`config.mk`:
```
export PLATFORM = sky130hd
export DESIGN_NAME = axi_dpd_capture_reader
export DESIGN_NICKNAME = d
export VERILOG_FILES = /design/src/rtl/axi_dpd_reader_pkg.sv /design/src/rtl/axi_dpd_capture_reader.sv
export SDC_FILE = /design/constraint.sdc
export NUM_CORES = 1
export LEC_CHECK = 0
export BUFFER_PORTS_ARGS = -buffer_cell sky130_fd_sc_hd__buf_2
export CAP_MARGIN = 40
export CORE_MARGIN = 1
export CORE_UTILIZATION = 49
export CTS_BUF_LIST = sky130_fd_sc_hd__clkbuf_8
export DETAILED_ROUTE_END_ITERATION = 8
export PLACE_DENSITY = 0.83
export SLEW_MARGIN = 5
export SYNTH_ARGS = -nofsm -noshare
export SYNTH_HDL_FRONTEND = slang
export SYNTH_SLANG_ARGS = --single-unit
```
`constraint.sdc`:
```
create_clock -name s_axi_aclk -period 2.4 [get_ports s_axi_aclk]
set_input_delay 0.24 -clock s_axi_aclk [delete_from_list [all_inputs] [get_ports s_axi_aclk]]
set_output_delay 0.24 -clock s_axi_aclk [all_outputs]
set_load 0.1 [all_outputs]
```
`src/rtl/axi_dpd_reader_pkg.sv`:
```
// Shared types and helpers for the DPD capture-buffer AXI reader.
// Holds the FSM state encoding, AXI response/prot constants and word addressing.
package axi_dpd_reader_pkg;

    typedef enum logic [2:0] {
        ST_IDLE,
        ST_AR,
        ST_R,
        ST_OUT,
        ST_DONE
    } state_t;

    localparam logic [1:0] AXI_RESP_OKAY    = 2'b00;
    localparam logic [2:0] AXI_PROT_DEFAULT = 3'b000;

    // Byte address of a 32-bit buffer word; the caller truncates to its bus width.
    function automatic logic [31:0] word_addr(input logic [31:0] base, input logic [31:0] idx);
        return base + (idx << 2);
    endfunction

endpackage

```
`src/rtl/axi_dpd_capture_reader.sv`:
```
// Drains the DPD capture buffer over AXI4-Lite reads and re-emits the words as AXI-Stream.
// Optional build macro AXI_DPD_CAPTURE_READER_RRESP_CHECK_EN: error responses abort the transfer.
//
// state   | meaning
// --------+-----------------------------------------------------------
// IDLE    | waiting for a rising edge on start
// AR      | read address valid for word idx, held until arready
// R       | rready high, waiting for read data
// OUT     | stream beat valid, held until tready
// DONE    | one-cycle done pulse, then back to IDLE
module axi_dpd_capture_reader
    import axi_dpd_reader_pkg::*;
#(
    parameter int unsigned           CAP_DEPTH  = 12,
    parameter int unsigned           ADDR_WIDTH = 16,
    parameter logic [ADDR_WIDTH-1:0] BASE_ADDR  = 16'h0000
) (
    input  logic                  s_axi_aclk,
    input  logic                  data_rstn,
    input  logic                  start,
    output logic                  busy,
    output logic                  done,
    output logic                  rd_err,
    output logic                  m_axi_arvalid,
    output logic [ADDR_WIDTH-1:0] m_axi_araddr,
    output logic [2:0]            m_axi_arprot,
    input  logic                  m_axi_arready,
    input  logic                  m_axi_rvalid,
    input  logic [31:0]           m_axi_rdata,
    input  logic [1:0]            m_axi_rresp,
    output logic                  m_axi_rready,
    output logic                  m_axis_tvalid,
    output logic [31:0]           m_axis_tdata,
    output logic                  m_axis_tlast,
    input  logic                  m_axis_tready
);

    state_t               state_q, state_d;
    logic                 start_q;
    logic [CAP_DEPTH-1:0] idx_q, idx_d;
    logic [31:0]          tdata_q, tdata_d;
    logic                 tlast_q, tlast_d;
    logic                 start_rise;

    assign start_rise = start & ~start_q;

    always_ff @(posedge s_axi_aclk or negedge data_rstn) begin
        if (!data_rstn) begin
            state_q <= ST_IDLE;
            start_q <= 1'b0;
            idx_q   <= '0;
            tdata_q <= '0;
            tlast_q <= 1'b0;
        end else begin
            state_q <= state_d;
            start_q <= start;
            idx_q   <= idx_d;
            tdata_q <= tdata_d;
            tlast_q <= tlast_d;
        end
    end

`ifdef AXI_DPD_CAPTURE_READER_RRESP_CHECK_EN
    logic rd_err_q, rd_err_d;

    always_ff @(posedge s_axi_aclk or negedge data_rstn) begin
        if (!data_rstn) begin
            rd_err_q <= 1'b0;
        end else begin
            rd_err_q <= rd_err_d;
        end
    end

    assign rd_err = rd_err_q;
`else
    logic unused_rresp;

    assign unused_rresp = ^m_axi_rresp;
    assign rd_err       = 1'b0;
`endif

    always_comb begin
        state_d = state_q;
        idx_d   = idx_q;
        tdata_d = tdata_q;
        tlast_d = tlast_q;
`ifdef AXI_DPD_CAPTURE_READER_RRESP_CHECK_EN
        rd_err_d = rd_err_q;
`endif
        case (state_q)
            ST_IDLE: begin
                if (start_rise) begin
                    idx_d   = '0;
                    state_d = ST_AR;
                end
            end
            ST_AR: begin
                if (m_axi_arready) begin
                    state_d = ST_R;
                end
            end
            ST_R: begin
                if (m_axi_rvalid) begin
`ifdef AXI_DPD_CAPTURE_READER_RRESP_CHECK_EN
                    // A failed read drops the word and abandons the rest of the buffer.
                    if (m_axi_rresp != AXI_RESP_OKAY) begin
                        rd_err_d = 1'b1;
                        state_d  = ST_DONE;
                    end else begin
                        tdata_d = m_axi_rdata;
                        tlast_d = (idx_q == {CAP_DEPTH{1'b1}});
                        state_d = ST_OUT;
                    end
`else
                    tdata_d = m_axi_rdata;
                    tlast_d = (idx_q == {CAP_DEPTH{1'b1}});
                    state_d = ST_OUT;
`endif
                end
            end
            ST_OUT: begin
                if (m_axis_tready) begin
                    if (tlast_q) begin
                        state_d = ST_DONE;
                    end else begin
                        idx_d   = idx_q + 1'b1;
                        state_d = ST_AR;
                    end
                end
            end
            ST_DONE: begin
                state_d = ST_IDLE;
            end
            default: begin
                state_d = ST_IDLE;
            end
        endcase
    end

    // Address is driven only while it is valid so the bus reads zero in reset and idle.
    assign m_axi_araddr  = (state_q == ST_AR)
                         ? ADDR_WIDTH'(word_addr(32'(BASE_ADDR), 32'(idx_q)))
                         : '0;
    assign m_axi_arvalid = (state_q == ST_AR);
    assign m_axi_arprot  = AXI_PROT_DEFAULT;
    assign m_axi_rready  = (state_q == ST_R);
    assign m_axis_tvalid = (state_q == ST_OUT);
    assign m_axis_tdata  = tdata_q;
    assign m_axis_tlast  = (state_q == ST_OUT) & tlast_q;
    assign busy          = (state_q != ST_IDLE);
    assign done          = (state_q == ST_DONE);

endmodule

```
Word level (Yosys, flattened, before mapping)
Cells that the tools add are included.
{"block": "op_classes", "n_div": 0, "bitwise_logic": 3, "n_eq_ne": 10, "n_reduce_logical": 6, "n_lt_le_gt_ge": 0, "muxes": 11, "n_shift": 0, "multipliers": 0, "n_addsub": 1}
{"cell": "12-bit 2-to-1 mux", "n": 3}
{"cell": "12-bit one-hot mux with 2 select lines", "n": 1}
{"cell": "3-bit 2-to-1 mux", "n": 5}
{"cell": "14-bit 2-to-1 mux", "n": 1}
{"cell": "12-bit by 1-bit adder with 12-bit output (second input constant)", "n": 1}
{"cell": "12-bit equality test (second input constant)", "n": 1}
{"cell": "3-bit one-hot mux with 4 select lines", "n": 1}
{"cell": "4-bit AND reduction", "n": 2}
{"cell": "3-bit by 2-bit equality test with 1-bit output (second input constant)", "n": 2}
{"cell": "2-bit != test (second input constant)", "n": 3}
{"cell": "2-bit by 1-bit != test with 1-bit output (second input constant)", "n": 2}
{"cell": "3-bit by 1-bit equality test with 1-bit output (second input constant)", "n": 1}
{"cell": "3-bit equality test (second input constant)", "n": 1}
{"cell": "3-bit zero test", "n": 1}
{"cell": "3-bit nonzero test", "n": 1}
{"cell": "1-bit AND", "n": 2}
{"cell": "2-bit AND reduction", "n": 1}
{"cell": "2-bit nonzero test", "n": 1}
{"cell": "1-bit NOT", "n": 1}
{"block": "word_totals", "reg_bits": 49, "ramBits": 0, "word_cells": 36, "inputBits": 40, "n_memories": 0, "latch_bits": 0, "mem_bits_ro": 0}

Longest topological paths before layout
Gate-level depths: netlist of the first run.
{"block": "depth", "ltp_word": 4, "depth_mapped": 7, "ltp_nobuf": 5}

Worst setup path before layout of the first run
No wires, ideal clock.
{"block": "synth_timing", "path_kind": "register to register", "from": "reg state_q[0]", "to": "reg tdata_q[0] (netlist: m_axis_tdata[0])", "t_arrival_ps": 3801, "path_stages_with_launch": 7, "required_ps": 2275, "setup_time_ps": 125, "slack_ps": -1526, "n_path_buf": 3, "path_cell_list": "dfrtp_1 > clkbuf_8 > nor3b_1 > and2_1 > buf_2 > buf_2 > mux2_2"}
{"block": "synth_between", "elab_chain_cells": 2}
{"item": "from (decl)", "line_no": "axi_dpd_capture_reader.sv:38", "rtl": "state_t state_q, state_d;"}
{"item": "from (signal assigned)", "line_no": "axi_dpd_capture_reader.sv:55", "rtl": "state_q <= state_d;"}
{"item": "3-bit by 2-bit equality test with 1-bit output"}
{"item": "via m_axi_rready", "line_no": "axi_dpd_capture_reader.sv:31", "rtl": "output logic m_axi_rready,"}
{"item": "2-bit AND reduction (no line)"}
{"item": "to (signal assigned)", "line_no": "axi_dpd_capture_reader.sv:58", "rtl": "tdata_q <= tdata_d;"}
{"item": "to (decl)", "line_no": "axi_dpd_capture_reader.sv:41", "rtl": "logic [31:0] tdata_q, tdata_d;"}
The timed path passes the listed nets, and every way through them passes these cells.
A chain may end at the register's enable or synchronous reset.

Worst setup path after layout of the first run
{"block": "layout_timing", "from": "reg state_q[0]", "to": "out m_axis_tlast"}
{"block": "layout_between", "elab_chain_cells": 2}
{"item": "3-bit by 2-bit equality test with 1-bit output", "line_no": "axi_dpd_capture_reader.sv:149", "rtl": "assign m_axis_tlast = (state_q == ST_OUT) & tlast_q;"}
{"item": "1-bit AND", "line_no": "axi_dpd_capture_reader.sv:149"}
{"item": "to (decl)", "line_no": "axi_dpd_capture_reader.sv:34", "rtl": "output logic m_axis_tlast,"}
No other way between the ends.

==> impl_results.rst, run 1 <==
.. list-table::
   :header-rows: 1

   * - Metric
     - Value
   * - Overall via count from detail_route
     - 1738
   * - Clk pin slew, worst setup/hold paths
     - 90 ps
   * - Most frequently used flop master after synthesis
     - sky130_fd_sc_hd__dfrtp_1
   * - Initial core utilization
     - 51.7%
   * - Tightest Hold Check Type
     - in2async
   * - Ordered cell list for the critical path
     - nand3b_1 > nor2_1 > buf_2
   * - Final max-slew violation count
     - 0
   * - Count of boundary I/O pins
     - 98
   * - Total area of multi-input combinational cells
     - 970 µm²
   * - Hold buffer count at cts
     - 0
   * - Async set-reset flop share out of synthesis
     - 100%
   * - DRC viols
     - 13
   * - Required @ worst endpoint
     - 2160 ps
   * - Fillers
     - 315
   * - Cell chosen for the clock root
     - sky130_fd_sc_hd__clkbuf_8
   * - Wire length of the first global-routing pass
     - 7780 µm
   * - Average via count per standard cell
     - 5.27
   * - Total global routing overflow
     - 0
   * - Global-route total usage across every layer
     - 20.2%
   * - Die area
     - 4970 µm²
   * - Diodes inserted
     - 0
   * - Number of different library cells in the post-synthesis netlist
     - 43
   * - Synthesized flop and latch total
     - 49
   * - Overall die width
     - 70.5 µm
   * - Routed wire length
     - 4550 µm
   * - FF/Latch Area
     - 1230 µm²
   * - Post-place setup slack
     - 418 ps
   * - Transition at the pin with the smallest max-transition slack
     - 717 ps
   * - RSZ-0062 raised after global routing
     - no
   * - Core Region
     - 4440 µm²
   * - Worst max-slew margin expressed relative to the limit
     - 52.0%
   * - Largest net degree at the start of global routing
     - 50
   * - TritonCTS buffer count
     - 5
   * - Part of the cycle the worst path needs
     - 86.4%
   * - Area overhead of the layout relative to synthesis
     - 31.6%
   * - Total number of yosys warnings
     - 0
   * - CTS tree
     - built
   * - Critical Path Source Type
     - flop
   * - Worst clock skew
     - 7.61 ps
   * - Worst Path Max Fanout
     - 12
   * - Number of H-tree levels
     - 2
   * - Max Cap Viol
     - 0
   * - Number of buffers inserted by port buffering
     - 87
   * - Placement row count
     - 24
   * - Post-synthesis area per instance
     - 12.0 µm²
   * - Final-report hold violation count
     - 0
   * - Max clock buf depth
     - 2
   * - Final WS setup
     - 327 ps
   * - Clock Latency Late Sink
     - 300 ps
   * - Count of mapped cells out of synthesis
     - 191
   * - Post-synth EDFFs
     - 0
   * - Half-perimeter wire length after detailed placement
     - 3380 µm
   * - Worst Setup Path Type
     - reg2out
   * - Min Hold Slack
     - 25.5 ps
   * - Vias in the first global route
     - 1780
   * - Commonest non-fill, non-tap cell in the layout
     - sky130_fd_sc_hd__buf_2
   * - Count of endpoints failing setup in the final report
     - 0
   * - Max Fclk
     - 0.482 GHz
   * - Violations in the final reports
     - design-rule violations
   * - CP arrival
     - 1830 ps
   * - Minimum period implied by the final worst setup slack
     - 2070 ps
   * - Routed WL per cell
     - 13.8 µm
   * - Crit path capture type
     - output port
   * - Cell Area, Synth
     - 2300 µm²
   * - Global placement routability congestion
     - 0.865
   * - Nets
     - 318
   * - Clock net sink count
     - 49
   * - Post CTS Setup Buffer Count
     - 0
   * - Slowest stage cell on the critical path
     - sky130_fd_sc_hd__dfrtp_1
   * - Status
     - complete, but fails checks
   * - First-iteration detailed-routing DRC count
     - 113
   * - Initial antenna violation count
     - 0
   * - Detail Route Antenna Nets
     - 0
   * - Gates resized, CTS repair
     - 0
   * - Most used cells in the layout excluding fill and tap cells
     - 75 x sky130_fd_sc_hd__buf_2, 49 x sky130_fd_sc_hd__dfrtp_1, 32 x sky130_fd_sc_hd__mux2_2
   * - Biggest cell delay along the critical path
     - 580 ps
   * - Part of the Yosys area used for sequential elements
     - 53.4%
   * - Number of iterations in the first detailed-routing pass
     - 6
   * - Share of layout cells above drive strength 1
     - 52.5%
   * - Die height
     - 70.5 µm
==> cells in the mapped netlist, types with 3 or more instances <==
cell type                 count  area, µm²
sky130_fd_sc_hd__a21oi_1      5       25.0
sky130_fd_sc_hd__and2_1      13       81.3
sky130_fd_sc_hd__buf_2        4       20.0
sky130_fd_sc_hd__buf_4        9       67.6
sky130_fd_sc_hd__dfrtp_1     49       1230
sky130_fd_sc_hd__mux2_2      32        360
sky130_fd_sc_hd__nand2_1      9       33.8
sky130_fd_sc_hd__nand3_1      7       35.0
sky130_fd_sc_hd__nand4_1      3       18.8
sky130_fd_sc_hd__nor2_1       9       33.8
sky130_fd_sc_hd__nor3b_1      3       22.5
sky130_fd_sc_hd__o21ai_0      8       40.0
sky130_fd_sc_hd__xnor2_1      3       26.3
==> stage by stage <==
step           area [µm²]  std cells  util [%]  setup TNS, ps
5_1_grt              3020        330      68.0              0
2_1_floorplan        2350        198         -         -13630
3_5_place_dp         2920        322      65.7              0
3_3_place_gp         2920        322      65.7              0
4_1_cts              3020        330      68.0              0
6_report             3020        330      68.0              0
==> routing by layer <==
layer	up-vias	global-route usage (%)	wire length (µm)
li1	824	-	-
met1	830	24.5	1840
met2	75	33.1	2280
met3	9	6.49	367
met4	0	8.62	67
met5	-	0	0
==> path summary, 6_finish.rpt <==
kind | start | to | slack (ps) | depth (start not counted)
max reg2reg | state_q[0]$_DFFE_PN0P_ | idx_q[9]$_DFFE_PN0P_ | 390 | 4
min reg2reg | idx_q[10]$_DFFE_PN0P_ | idx_q[10]$_DFFE_PN0P_ | 490 | 1
max in group asynchronous | data_rstn | m_axis_tdata[20]$_DFFE_PN0P_ | 1970 | 2
min | data_rstn | m_axis_tdata[13]$_DFFE_PN0P_ | 30 | 2
min in group s_axi_aclk | start | start_q$_DFF_PN0_ | 90 | 1
max | state_q[0]$_DFFE_PN0P_ | m_axis_tlast | 330 | 3
==> worst max-delay path, delay by kind of cell, from the launching register on <==
family,cells,cell delay (ps)
buffers and inverters,1,450
flip-flops,1,580
AND/OR/NAND/NOR,2,510
==> flip-flops by register name, indices dropped and copies added, names as in the netlist <==
register	cells
state_q	3
start_q	1
idx_q	12
m_axis_tdata	32
tlast_q	1
==> cell type report <==
| class | count | share of cell area [%] |
|---|---|---|
| clock buffer | 7 | 3.19 |
| clock inverter | 1 | 0.290 |
| inverter | 2 | 0.248 |
| multi-input combinational | 129 | 32.1 |
| sequential | 49 | 40.5 |
| tap | 52 | 2.15 |
| timing repair buffer | 90 | 21.5 |
==> logic make-up after synthesis <==
family	count (synthesis)	share of synthesized area, %
AO/OA/AOI/OAI	21	5.39
XOR/XNOR	4	1.53
adder cells (fa/ha/maj)	1	0.545
buffers and inverters	20	6.48
flip-flops	49	53.4
multiplexers	34	17.1
other	1	0.163
AND/OR/NAND/NOR	61	15.4
Power of run 1 is left out: the tool's default activity adds up to more than one toggle a clock period on the data nets, which glitch-free logic cannot reach.
==> run 2, diff against run 1 <==
- ABC_AREA: not set -> 1
- CORE_UTILIZATION: 49 -> 50
==> run 2 against run 1 <==
- the flow now finishes without violations
- area after synthesis increased by 6.6%
- register-to-register slack improved by 220 ps
- maximum frequency fell by 4.1%
- via count up 27%
- hold slack improved by 43 ps
- non-clock buffer count unchanged
- flip-flop and latch count unchanged
- core utilization decreased by 5.3 points
- global-route usage up 0.71 points
- sequential share of layout area up 0.86 points
- clock-buffer cell count decreased by 2
- cell area fell by 2.1%
- largest cell class unchanged
- highest routed layer unchanged
==> impl_results.rst, run 2 <==
.. list-table::
   :header-rows: 1

   * - Metric
     - Value
   * - Status
     - finished clean
   * - Largest net degree at the start of global routing
     - 50
   * - Detail Route Antenna Nets
     - 0
   * - Biggest cell delay along the critical path
     - 460 ps
   * - Initial antenna violation count
     - 0
   * - Most frequently used flop master after synthesis
     - sky130_fd_sc_hd__dfrtp_1
   * - RSZ-0062 raised after global routing
     - no
   * - Total number of yosys warnings
     - 0
   * - Half-perimeter wire length after detailed placement
     - 3680 µm
   * - DRC viols
     - 0
   * - FF/Latch Area
     - 1230 µm²
   * - Fraction of post-synthesis cell area in the top cell type by area
     - 50.1%
   * - Die area
     - 5180 µm²
   * - Max clock buf depth
     - 2
   * - Max Cap Viol
     - 0
   * - Overall via count from detail_route
     - 2200
   * - Cell Area, Synth
     - 2450 µm²
   * - First-iteration detailed-routing DRC count
     - 111
   * - Wire length of the first global-routing pass
     - 8640 µm
   * - Synthesized flop and latch total
     - 49
   * - Ordered cell list for the critical path
     - nor2_1 > nand2_1 > nor2_1 > buf_2
   * - Post-layout instance count excluding filler cells
     - 462
   * - Final-report hold violation count
     - 0
   * - Die height
     - 72.0 µm
   * - Critical Path Source Type
     - flop
   * - Crit path buf inv count
     - 1
   * - Global-route total usage across every layer
     - 20.9%
   * - Clock net sink count
     - 49
   * - Crit path capture type
     - output port
   * - Dominant delay contributor by cell family on the critical path
     - simple AND/OR/NAND/NOR gates
   * - Most repeated cell in the gate-level netlist after synthesis
     - sky130_fd_sc_hd__nand2_1
   * - CP arrival
     - 1920 ps
   * - Fillers
     - 408
   * - Total global routing overflow
     - 0
   * - Count of mapped cells out of synthesis
     - 309
   * - Share of layout cells above drive strength 1
     - 29.6%
   * - Part of the cycle the worst path needs
     - 90.1%
   * - Nets
     - 435
   * - Routed wire length
     - 5120 µm
   * - Number of iterations in the first detailed-routing pass
     - 4
   * - Count of endpoints failing setup in the final report
     - 0
   * - Setup TNS
     - 0 ps
   * - Total area of multi-input combinational cells
     - 1000 µm²
   * - Top cells by area, synth
     - sky130_fd_sc_hd__dfrtp_1 50%, sky130_fd_sc_hd__nand2_1 21%, sky130_fd_sc_hd__buf_6 3.7%
   * - Average via count per standard cell
     - 4.76
   * - Minimum period implied by the final worst setup slack
     - 2160 ps
   * - Overall die width
     - 72.0 µm
   * - Gates resized, CTS repair
     - 0
   * - Total instance count after detailed placement
     - 453
   * - Post-synthesis area per instance
     - 7.93 µm²
   * - Placement row count
     - 25
   * - Core Region
     - 4720 µm²
   * - Area overhead of the layout relative to synthesis
     - 20.9%
   * - Max Fclk
     - 0.462 GHz
   * - Post-synth EDFFs
     - 0
   * - Vias in the first global route
     - 2063
   * - Worst Path Max Fanout
     - 14
   * - Count of boundary I/O pins
     - 98
   * - Final max-slew violation count
     - 0
   * - Global placement routability congestion
     - 0.823
   * - Most used cells in the layout excluding fill and tap cells
     - 135 x sky130_fd_sc_hd__nand2_1, 87 x sky130_fd_sc_hd__buf_2, 49 x sky130_fd_sc_hd__dfrtp_1
   * - Worst clock skew
     - 9.53 ps
   * - Final WS setup
     - 238 ps
   * - Clock Latency Late Sink
     - 290 ps
   * - Part of the Yosys area used for sequential elements
     - 50.1%
   * - Flip-flop count of the largest register after layout
     - 32
   * - Async set-reset flop share out of synthesis
     - 100%
   * - Largest area contributor in the netlist
     - sky130_fd_sc_hd__dfrtp_1
   * - Most used cell along the critical path
     - sky130_fd_sc_hd__nor2_1
   * - Clk pin slew, worst setup/hold paths
     - 80 ps
   * - Slowest stage cell on the critical path
     - sky130_fd_sc_hd__dfrtp_1
   * - Cell chosen for the clock root
     - sky130_fd_sc_hd__clkbuf_8
   * - Tightest Hold Check Type
     - in2reg
   * - TritonCTS buffer count
     - 5
   * - CTS tree
     - built
   * - Most instantiated cells after synthesis
     - 135 x sky130_fd_sc_hd__nand2_1, 49 x sky130_fd_sc_hd__dfrtp_1, 24 x sky130_fd_sc_hd__nor2_1, 19 x sky130_fd_sc_hd__inv_1, 17 x sky130_fd_sc_hd__nand3_1
   * - Post-place setup slack
     - 565 ps
   * - Required @ worst endpoint
     - 2160 ps
   * - Diodes inserted
     - 0
   * - Commonest non-fill, non-tap cell in the layout
     - sky130_fd_sc_hd__nand2_1
   * - Worst Setup Path Type
     - reg2out
   * - Number of H-tree levels
     - 2
   * - Number of different library cells in the post-synthesis netlist
     - 26
   * - Initial core utilization
     - 51.9%
   * - Number of buffers inserted by port buffering
     - 87
   * - Routed WL per cell
     - 11.1 µm
## run 2: changes by cell type after synthesis, moves of 7 or more
| cell | before | now |
|---|---|---|
| sky130_fd_sc_hd__nand2_1 | 9 | 135 |
| sky130_fd_sc_hd__mux2_2 | 32 | 0 |
| sky130_fd_sc_hd__nand3_1 | 7 | 17 |
| sky130_fd_sc_hd__nand2_2 | 0 | 7 |
| sky130_fd_sc_hd__nor2_1 | 9 | 24 |
| sky130_fd_sc_hd__inv_1 | 2 | 19 |
| sky130_fd_sc_hd__and2_1 | 13 | 0 |
## run 2: what timing repair did
action                     4_1_cts  5_1_grt
buffers inserted                 0        0
setup endpoints to repair        0        0
hold endpoints to repair        49        0
hold buffers                     1        0
## run 2: area by class of cell
type	count	area share, %
sequential	49	41.4
multi-input combinational	225	33.8
timing repair buffer	90	16.0
inverter	23	3.08
tap	67	2.83
clock buffer	5	2.32
clock inverter	3	0.634
## run 2: worst paths after layout
path / startpoint / endpoint / slack, ps / depth (start not counted)
worst max register to register: state_q[2]$_DFFE_PN0P_ / tlast_q$_DFFE_PN0P_ / 610 / 8
worst min register to register: m_axis_tdata[15]$_DFFE_PN0P_ / m_axis_tdata[15]$_DFFE_PN0P_ / 470 / 2
min in group asynchronous: data_rstn / m_axis_tdata[22]$_DFFE_PN0P_ / 450 / 3
worst min-delay path: start / start_q$_DFF_PN0_ / 70 / 1
max in group asynchronous: data_rstn / state_q[0]$_DFFE_PN0P_ / 1720 / 3
worst max-delay path: state_q[1]$_DFFE_PN0P_ / m_axi_araddr[11] / 240 / 4
## run 2: logic make-up (layout without fill, tap and decap cells)
group / count (synthesis) / count (layout) / share of synthesized area, %
other cells: 1 / 8 / 0.153
xor+xnor: 2 / 2 / 0.715
simple gates: 197 / 197 / 34.0
fa+ha+maj: 1 / 1 / 0.511
compound gates: 17 / 17 / 4.14
flops: 49 / 49 / 50.1
buf+inv: 42 / 121 / 10.4
## run 2: layer usage
| metal | wire length (µm) | share of wire [%] | track usage (%) |
|---|---|---|---|
| met1 | 2300 | 45 | 25.9 |
| met2 | 2470 | 48 | 37.0 |
| met3 | 298 | 5.8 | 4.31 |
| met4 | 62 | 1.2 | 6.10 |
| met5 | 0 | 0 | 0 |
## run 2: stage by stage
stage	area (µm²)	util [%]	hold slack (ps)
after floorplan	2480	-	-55.6
after global placement	2860	60.6	247
after detailed placement	2860	60.6	249
after CTS	2960	62.7	59.7
after global routing	2960	62.7	63.2
final	2960	62.7	69.0
Power of run 2 is left out for the same reason.
